--- src/rtl/proc_pkg.sv ---
// proc_pkg: definitions shared by the processor controller, the data RAM and
// the data-memory arbiter.
//   DMEM_AW / DMEM_DW : data memory address / word width
//   arb_state_t       : arbiter FSM states
//   OWN_*             : encoding of the arbiter's owner output
package proc_pkg;

  localparam int DMEM_AW = 8;
  localparam int DMEM_DW = 16;

  typedef enum logic [1:0] {
    IDLE     = 2'd0,
    LOCK_CPU = 2'd1,
    LOCK_DMA = 2'd2
  } arb_state_t;

  localparam logic [1:0] OWN_NONE = 2'b00;
  localparam logic [1:0] OWN_CPU  = 2'b01;
  localparam logic [1:0] OWN_DMA  = 2'b10;

endpackage

--- src/rtl/dmem_rd_return.sv ---
// dmem_rd_return: steers the synchronous RAM's read data back to the port
// whose read was granted one cycle earlier.
//   Clk, Rst            clock, synchronous active-high reset
//   rd_req              a read was granted this cycle
//   rd_tag              port of that read: 0 = CPU, 1 = DMA
//   mem_rdata           RAM read data (valid one cycle after the grant)
//   cpu_rvalid/rdata    CPU read return
//   dma_rvalid/rdata    DMA read return
module dmem_rd_return
  import proc_pkg::*;
#(
  parameter int DW = DMEM_DW
)(
  input  logic          Clk,
  input  logic          Rst,
  input  logic          rd_req,
  input  logic          rd_tag,
  input  logic [DW-1:0] mem_rdata,
  output logic          cpu_rvalid,
  output logic [DW-1:0] cpu_rdata,
  output logic          dma_rvalid,
  output logic [DW-1:0] dma_rdata
);

  logic          rd_flag_reg;
  logic          rd_tag_reg;
  logic [1:0]    rvalid;
  logic [DW-1:0] rdata [2];

  always_ff @(posedge Clk) begin
    if (Rst) begin
      rd_flag_reg <= 1'b0;
      rd_tag_reg  <= 1'b0;
    end else begin
      rd_flag_reg <= rd_req;
      rd_tag_reg  <= rd_tag;
    end
  end

  // Masking with Rst kills a read that was in flight when reset arrived.
  assign rvalid = {rd_tag_reg, ~rd_tag_reg} & {2{rd_flag_reg & ~Rst}};

  // Index 0 = CPU, 1 = DMA. Data passes straight through in the rvalid
  // cycle and is captured so the port keeps seeing it afterwards.
  generate
    for (genvar gi = 0; gi < 2; gi++) begin : g_port
      logic [DW-1:0] hold_reg;

      always_ff @(posedge Clk) begin
        if (Rst) begin
          hold_reg <= '0;
        end else if (rvalid[gi]) begin
          hold_reg <= mem_rdata;
        end
      end

      assign rdata[gi] = rvalid[gi] ? mem_rdata : hold_reg;
    end
  endgenerate

  assign cpu_rvalid = rvalid[0];
  assign cpu_rdata  = rdata[0];
  assign dma_rvalid = rvalid[1];
  assign dma_rdata  = rdata[1];

endmodule

--- src/rtl/dmem_arbiter.sv ---
// dmem_arbiter: shares the single-port data RAM between the processor
// controller (CPU port) and the DMA/debug loader (DMA port).
//   Clk, Rst                        clock, synchronous active-high reset
//   cpu_req/we/lock/addr/wdata      CPU request
//   cpu_gnt/rvalid/rdata            CPU grant and read return
//   dma_req/we/lock/addr/wdata      DMA request
//   dma_gnt/rvalid/rdata            DMA grant and read return
//   mem_addr/we/wdata, mem_rdata    RAM side (synchronous read, 1 cycle)
//   owner                           this cycle's grant (OWN_NONE/CPU/DMA)
//   lock_err                        pulse after a lock was force-released
// Grants are combinational from requests and registered state. A port
// holding lock keeps exclusive ownership until it drops req or lock, or
// until LOCK_MAX consecutive locked grants have been issued. A DMA waiting
// WAIT_MAX cycles beats the CPU in a tie.
// Build option: DMEM_ARB_RR_EN makes idle ties alternate round-robin.
module dmem_arbiter
  import proc_pkg::*;
#(
  parameter int AW       = DMEM_AW,
  parameter int DW       = DMEM_DW,
  parameter int WAIT_MAX = 4,
  parameter int LOCK_MAX = 8
)(
  input  logic          Clk,
  input  logic          Rst,
  input  logic          cpu_req,
  input  logic          cpu_we,
  input  logic          cpu_lock,
  input  logic [AW-1:0] cpu_addr,
  input  logic [DW-1:0] cpu_wdata,
  output logic          cpu_gnt,
  output logic          cpu_rvalid,
  output logic [DW-1:0] cpu_rdata,
  input  logic          dma_req,
  input  logic          dma_we,
  input  logic          dma_lock,
  input  logic [AW-1:0] dma_addr,
  input  logic [DW-1:0] dma_wdata,
  output logic          dma_gnt,
  output logic          dma_rvalid,
  output logic [DW-1:0] dma_rdata,
  output logic [AW-1:0] mem_addr,
  output logic          mem_we,
  output logic [DW-1:0] mem_wdata,
  input  logic [DW-1:0] mem_rdata,
  output logic [1:0]    owner,
  output logic          lock_err
);

  localparam int WW = $clog2(WAIT_MAX + 1);
  localparam int CW = $clog2(LOCK_MAX + 1);
  localparam logic [WW-1:0] WAIT_MAX_C = WW'(WAIT_MAX);
  localparam logic [CW-1:0] LOCK_MAX_C = CW'(LOCK_MAX);

  arb_state_t    state_reg, state_next;
  logic [CW-1:0] lock_cnt_reg, lock_cnt_next;
  logic [WW-1:0] dma_wait_reg, dma_wait_next;
  logic [AW-1:0] mem_addr_reg;
  logic [DW-1:0] mem_wdata_reg;
  logic          lock_err_reg;
  logic          lock_rel;
  logic          cpu_hold, dma_hold;
  logic          cpu_win, dma_win;
`ifdef DMEM_ARB_RR_EN
  logic [1:0]    last_winner_reg;
`endif

  // Arbitration and lock bookkeeping
  always_comb begin
    state_next    = state_reg;
    lock_cnt_next = lock_cnt_reg;
    lock_rel      = 1'b0;
    cpu_win       = 1'b0;
    dma_win       = 1'b0;

    // A lock continues only while its owner keeps both req and lock high;
    // otherwise this cycle is arbitrated exactly as from IDLE.
    cpu_hold = (state_reg == LOCK_CPU) && cpu_req && cpu_lock;
    dma_hold = (state_reg == LOCK_DMA) && dma_req && dma_lock;

    if (cpu_hold) begin
      cpu_win = 1'b1;
    end else if (dma_hold) begin
      dma_win = 1'b1;
    end else if (cpu_req && dma_req) begin
      if (dma_wait_reg == WAIT_MAX_C) begin
        dma_win = 1'b1;
`ifdef DMEM_ARB_RR_EN
      end else if (last_winner_reg == OWN_CPU) begin
        dma_win = 1'b1;
`endif
      end else begin
        cpu_win = 1'b1;
      end
    end else begin
      cpu_win = cpu_req;
      dma_win = dma_req;
    end

    if (Rst) begin
      cpu_win = 1'b0;
      dma_win = 1'b0;
    end

    // A fresh locked grant starts the count at 1; a continuing one adds 1.
    if (cpu_win && cpu_lock) begin
      state_next    = LOCK_CPU;
      lock_cnt_next = cpu_hold ? lock_cnt_reg + 1'b1 : CW'(1);
    end else if (dma_win && dma_lock) begin
      state_next    = LOCK_DMA;
      lock_cnt_next = dma_hold ? lock_cnt_reg + 1'b1 : CW'(1);
    end else begin
      state_next    = IDLE;
      lock_cnt_next = '0;
    end

    if (lock_cnt_next == LOCK_MAX_C) begin
      state_next    = IDLE;
      lock_cnt_next = '0;
      lock_rel      = 1'b1;
    end
  end

  // DMA starvation counter, saturating
  always_comb begin
    dma_wait_next = dma_wait_reg;
    if (!dma_req || dma_win) begin
      dma_wait_next = '0;
    end else if (dma_wait_reg != WAIT_MAX_C) begin
      dma_wait_next = dma_wait_reg + 1'b1;
    end
  end

  always_ff @(posedge Clk) begin
    if (Rst) begin
      state_reg     <= IDLE;
      lock_cnt_reg  <= '0;
      dma_wait_reg  <= '0;
      mem_addr_reg  <= '0;
      mem_wdata_reg <= '0;
      lock_err_reg  <= 1'b0;
    end else begin
      state_reg     <= state_next;
      lock_cnt_reg  <= lock_cnt_next;
      dma_wait_reg  <= dma_wait_next;
      mem_addr_reg  <= mem_addr;
      mem_wdata_reg <= mem_wdata;
      lock_err_reg  <= lock_rel;
    end
  end

`ifdef DMEM_ARB_RR_EN
  // Starts as DMA so that the CPU takes the first tie.
  always_ff @(posedge Clk) begin
    if (Rst) begin
      last_winner_reg <= OWN_DMA;
    end else if (cpu_win) begin
      last_winner_reg <= OWN_CPU;
    end else if (dma_win) begin
      last_winner_reg <= OWN_DMA;
    end
  end
`endif

  // RAM mux; address and data park on their last value when idle.
  assign mem_addr  = cpu_win ? cpu_addr  : (dma_win ? dma_addr  : mem_addr_reg);
  assign mem_wdata = cpu_win ? cpu_wdata : (dma_win ? dma_wdata : mem_wdata_reg);
  assign mem_we    = (cpu_win & cpu_we) | (dma_win & dma_we);

  assign cpu_gnt  = cpu_win;
  assign dma_gnt  = dma_win;
  assign owner    = cpu_win ? OWN_CPU : (dma_win ? OWN_DMA : OWN_NONE);
  assign lock_err = lock_err_reg;

  dmem_rd_return #(
    .DW (DW)
  ) u_rd_return (
    .Clk        (Clk),
    .Rst        (Rst),
    .rd_req     ((cpu_win & ~cpu_we) | (dma_win & ~dma_we)),
    .rd_tag     (dma_win),
    .mem_rdata  (mem_rdata),
    .cpu_rvalid (cpu_rvalid),
    .cpu_rdata  (cpu_rdata),
    .dma_rvalid (dma_rvalid),
    .dma_rdata  (dma_rdata)
  );

endmodule

--- config.mk ---
export PLATFORM = sky130hd
export DESIGN_NAME = dmem_arbiter
export DESIGN_NICKNAME = d
export VERILOG_FILES = /design/src/rtl/proc_pkg.sv /design/src/rtl/dmem_rd_return.sv /design/src/rtl/dmem_arbiter.sv
export SDC_FILE = /design/constraint.sdc
export NUM_CORES = 1
export LEC_CHECK = 0
export CAP_MARGIN = 20
export CORE_MARGIN = 2
export CORE_UTILIZATION = 44
export DETAILED_ROUTE_END_ITERATION = 12
export GPL_ROUTABILITY_DRIVEN = 0
export PLACE_DENSITY = 0.8
export SYNTH_ARGS = -nofsm -noshare
export SYNTH_HDL_FRONTEND = slang
export SYNTH_HIERARCHICAL = 1
export SYNTH_SLANG_ARGS = --single-unit
--- constraint.sdc ---
create_clock -name Clk -period 3.1 [get_ports Clk]
set_clock_uncertainty 0.2 [all_clocks]
set_input_delay 0.62 -clock Clk [delete_from_list [all_inputs] [get_ports Clk]]
set_output_delay 0.62 -clock Clk [all_outputs]
set_load 0.01 [all_outputs]
### Word level (Yosys, flattened, before mapping)

Index checks and enable logic that the tools add are counted.
W data, S select, Z words.

| cells by class | value |
|---|---|
| shift-type cells | 0 |
| reduce and logical (&&, ||, !) cells | 12 |
| $add $sub $neg | 2 |
| magnitude comparators | 0 |
| multiply operators | 0 |
| eq/ne operators | 5 |
| multiplexer cells | 25 |
| divide/modulo/power cells | 0 |
| bitwise logic cells | 12 |

Operators by type and width:

| operator | count |
|---|---|
| $mux W16 | 4 |
| $mux W4 | 4 |
| $mux W8 | 2 |
| $mux W1 | 12 |
| $logic_and A1 B1 Y1 | 7 |
| $mux W2 | 3 |
| $and A1 B1 Y1 | 5 |
| $add A4 B1 Y4 const B | 1 |
| $eq A4 B4 Y1 const B | 1 |
| $not A1 Y1 | 4 |
| $reduce_or A2 Y1 | 2 |
| $add A3 B1 Y3 const B | 1 |
| $eq A3 B3 Y1 const B | 1 |
| $ne A3 B3 Y1 const B | 1 |
| $reduce_or A3 Y1 | 1 |
| $and A2 B2 Y2 | 1 |
| $eq A2 B1 Y1 const B | 1 |
| $eq A2 B2 Y1 const B | 1 |
| $or A1 B1 Y1 | 2 |
| $logic_not A1 Y1 | 1 |
| $logic_or A1 B1 Y1 | 1 |

| word-level totals | value |
|---|---|
| memories kept | 0 |
| ROM bits | 0 |
| flip-flop bits (word level) | 68 |
| word-level logic and storage cells | 67 |
| latch bits | 0 |
| output and inout port bits | 64 |
| input bits | 72 |
| memory bits (writable) | 0 |

### Longest topological paths before layout

| depth | value |
|---|---|
| word-level depth | 11 |
| depth in mapped cells | 9 |
| gate-level depth less buffers | 7 |

### By module

The synthesis kept the hierarchy.

By module, submodules not included:

| module | times used | cells an instance | area each (um^2) | seq. area each (um^2) |
|---|---|---|---|---|
| dmem_arbiter | 1 | 225 | 1,888.1 | 680.7 |
| dmem_rd_return | 1 | 184 | 1,629.1 | 680.7 |

### Least setup slack after synthesis

OpenSTA, ideal clock, no wires.

| path | value |
|---|---|
| kind | input -> output |
| start | input Rst |
| end | output mem_addr[6] |
| arrival time | 1.886 ns |
| path buffers | 3 |
| cell stages on the path | 7 |
| required time | 2.280 ns |
| path slack | 0.394 ns |
| cells stage by stage | clkbuf_1 nand2b_1 a311oi_2 buf_6 buf_8 mux2i_1 a21oi_1 |

| on the way | value |
|---|---|
| cells in the longest elaborated chain, start to end | 3 |
| elaborated cells between the ends (all ways) | 4 |
| those cells by class | mux (4) |

RTL lines:

| what | RTL line | source |
|---|---|---|
| start, declared | dmem_arbiter.sv:25 | `input logic Rst,` |
| $mux W1 | dmem_arbiter.sv:100 | `if (Rst) begin` |
| net dma_gnt | dmem_arbiter.sv:39 | `output logic dma_gnt,` |
| $mux W8 (2 in a row) | dmem_arbiter.sv:166 | `assign mem_addr = cpu_win ? cpu_addr : (dma_win ? dma_addr : mem_addr_reg);` |
| end, declared | dmem_arbiter.sv:42 | `output logic [AW-1:0] mem_addr,` |

The timed path passes the listed nets, and every way through them passes these cells.

### Worst setup path after layout

| path | value |
|---|---|
| start | input dma_lock |
| end | output mem_wdata[15] |

| on the way | value |
|---|---|
| cells in the longest elaborated chain, start to end | 6 |
| elaborated cells between the ends (all ways) | 9 |
| those cells by class | mux (8); reduce/logical (1) |

RTL lines:

| what | RTL line | source |
|---|---|---|
| start, declared | dmem_arbiter.sv:36 | `input logic dma_lock,` |
| $logic_and A1 B1 Y1 (*) | dmem_arbiter.sv:79 | `dma_hold = (state_reg == LOCK_DMA) && dma_req && dma_lock;` |
| $mux W1 | dmem_arbiter.sv:83 | `end else if (dma_hold) begin` |
| $mux W1 | dmem_arbiter.sv:81 | `if (cpu_hold) begin` |
| $mux W1 | dmem_arbiter.sv:100 |  |
| $mux W16 | dmem_arbiter.sv:167 | `assign mem_wdata = cpu_win ? cpu_wdata : (dma_win ? dma_wdata : mem_wdata_reg);` |
| $mux W16 (*) | dmem_arbiter.sv:167 |  |
| end, declared | dmem_arbiter.sv:44 | `output logic [DW-1:0] mem_wdata,` |

Every way passes the cells marked *; elsewhere a longest branch is shown, timed or not.

==> out/qor.csv <==
metric,value,unit
Core Footprint,7730,um^2
drt via density,5.41,
Ys Warns,6,
initial antenna violation count,0,
CP Buf/Inv Count,5,
largest net degree at the start of global routing,51,
worst reg2reg startpoint,state_reg[1]$_SDFF_PP0_,
Crit path required time,2.28,ns
die width,93.4,um
via count,3687,
post-synth design cell area,3520,um^2
Post-Place Setup Slack,-0.601,ns
CTS max path bufs,2,
WL per Instance,16.1,um
"commonest non-fill, non-tap cell in the layout",clkdlybuf4s50_1,
WS Path Type,in2out,
FMAX,0.326,GHz
"Seq/Total Area, Yosys",38.7,%
FILL cells,568,
Tmin final,3.06,ns
Area Overhead vs Synth,61.5,%
H-tree depth,3,
CP max stage delay,0.35,ns
Crit path arrival time,2.24,ns
hpwl dp,6960,um
crit-path leading delay family,buffers and inverters,
Setup Viol. Count Final,0,
Tot Pwr,2.12,mW
Power Density,374,nW/um^2
pins over their slew limit,0,
WL final,11000,um
drt initial violations,91,
global-route wire length before repair,17600,um
final core occ,73.5,%
reg2reg end,mem_wdata_reg[9]$_SDFF_PP0_,
hold endpoint,u_rd_return/g_port[1].hold_reg[13]$_SDFF_PP0_,
Final Cycle Share,98.8,%
Worst Slack Setup Final,0.0360,ns
"FFs w/ async S/R, synth",0,%
Synth cell types,45,
vias in the first global route,3757,
post-layout net count,650,
Residual DRC,0,
gr ovfl total,0,
Hold Buf Count CTS,0,
status,"complete, no violations",
cell chain of the critical path,clkdlybuf4s15_1 > nand4b_4 > a311oi_4 > buf_6 > buf_12 > buf_16 > mux2i_2 > a21oi_1 > buf_2,
die area,8720,um^2
max reg flops,32,
Yosys reg bits,68,
row count,32,
hold wc startpoint,u_rd_return/g_port[1].hold_reg[13]$_SDFF_PP0_,
CTS Sinks,68,
Worst-path clk slew,0.07,ns
r2r worst-path depth,8,
Synth Instances,409,
die height,93.4,um
number of iterations in the first detailed-routing pass,4,
ANT nets after route,0,
syn_nets,484,
Max-cap violations,0,
R2R Setup Slk,0.85,ns
slew margin rel.,57.6,%
"Slowest-stage cell, CP",a311oi_4,
Root Buffer,clkbuf_8,
clock latency on the worst-skew pair,0.34,ns
Worst Setup Start Kind,input pin,
worst-path maximum fanout,5,
CTS buffer count,9,
setup tns final,0,ns
# diodes,0,
top cell type's share of synthesized area,38.7,%
Slew @ Worst Pin,0.637,ns
layout cell share with drive strength beyond 1,29.3,%
hold depth,2,
CTS tree,done,
I/O Buffers,135,
Post-Syn Area per Cell,8.60,um^2
Post-synth EDFFs,0,
peak supply drop,257,uV
total track usage,25.6,%
P_leak,2.24,nW
Synth Flop Type,dfxtp_1,
Synth area leaders,"dfxtp_1 39%, a21oi_1 8.3%, nand2_1 7.5%",
post-synth top area cell,dfxtp_1,
Worst setup EP type,output port,
endpoints failing hold,0,
Hold Path Class,reg2reg,
Initial Util,45.5,%
I/O pin count,136,
"commonest cells after routing, fill and taps aside","100 x clkdlybuf4s50_1, 69 x nand2_1, 67 x dfxtp_1",
[power by group]
| part | switching, mW | total (mW) | internal, mW |
|---|---|---|---|
| Combinational | 0.229 | 0.523 | 0.294 |
| Clock | 0.336 | 0.667 | 0.332 |
| Sequential | 0.0244 | 0.934 | 0.909 |
| Total | 0.589 | 2.12 | 1.54 |
[worst reg2reg max path: cells and delay by family (launching register included)]
| family | cells | cell delay [ns] |
|---|---|---|
| flops | 1 | 0.37 |
| mux | 1 | 0.10 |
| compound gates | 2 | 0.57 |
| buf+inv | 4 | 0.63 |
| simple gates | 1 | 0.30 |
[layer usage]
| metal | vias up | track usage [%] | wire (um) |
|---|---|---|---|
| met2 | 163 | 44.8 | 5560 |
| met5 | - | 0 | 0 |
| li1 | 1778 | - | - |
| met3 | 24 | 7.41 | 948 |
| met4 | 0 | 13.0 | 311 |
| met1 | 1722 | 28.1 | 4160 |
[cell families after synthesis]
kind of cell / count (synthesis) / synth area share [%]
adder cells (fa/ha/maj): 3 / 1.07
buffers and inverters: 40 / 5.80
flip-flops: 68 / 38.7
AND/OR/NAND/NOR: 146 / 19.8
AO/OA/AOI/OAI: 93 / 15.9
multiplexers: 56 / 18.0
XOR/XNOR: 3 / 0.747
[area by class of cell]
type                    instances  area (um^2)  share of cell area [%]
multi-input cells             301         2230                    39.3
flip-flops and latches         68         1360                    24.0
repair buffers                189         1760                    30.9
clock inverters                 4         23.8                   0.419
inverters                       6         22.5                   0.397
well taps                     102          128                    2.25
clock buffers                  12          155                    2.73
[cells in the mapped netlist (2+ instances only)]
cell type  count
dfxtp_1       68
and2_1         2
nor2_1        24
ha_1           3
a31oi_1        3
xnor2_1        2
clkbuf_2       3
nor3_1        24
or2_1          2
mux2_2        23
nor2b_1        5
a211oi_1      24
nand2b_1       3
o22ai_1        2
inv_2          2
clkbuf_1      19
mux2_4         9
nand3b_1       2
buf_4          2
nand4b_1       2
nand2_1       70
a21oi_1       58
and3_1         3
nand3_1        2
inv_1          4
mux2i_1       24
buf_2          6
[stage by stage]
step           instance area [um^2]  hold WS, ns  std cells
2_1_floorplan                  3520        0.233        409
3_3_place_gp                   5100        0.238        642
3_5_place_dp                   5100        0.243        642
4_1_cts                        5600        0.254        682
5_1_grt                        5680        0.271        682
6_report                       5680        0.253        682
[timing repair]
item                                    in CTS  in global routing
gates resized for setup                    145                 26
hold endpoints to repair                     0                  0
gates cloned                                 3                  0
endpoints found under the setup margin      29                 27
pin swaps                                   10                  4
buffers inserted                            21                  0
[worst max-delay path by stage]
stage                                            start       endpoint  slack (ns)  cells after the start
after floorplan                                    Rst    mem_addr[6]        0.39                      7
after global placement                         dma_req   mem_wdata[2]       -0.53                      7
after detailed placement                       dma_req    mem_addr[4]       -0.60                      7
after CTS                 dma_wait_reg[0]$_SDFFE_PP0N_    mem_addr[1]        0.03                     10
after global routing                          dma_lock  mem_wdata[15]       -0.03                      9
final                                         dma_lock  mem_wdata[15]        0.04                      9
Power figures use the tool's default switching activity.
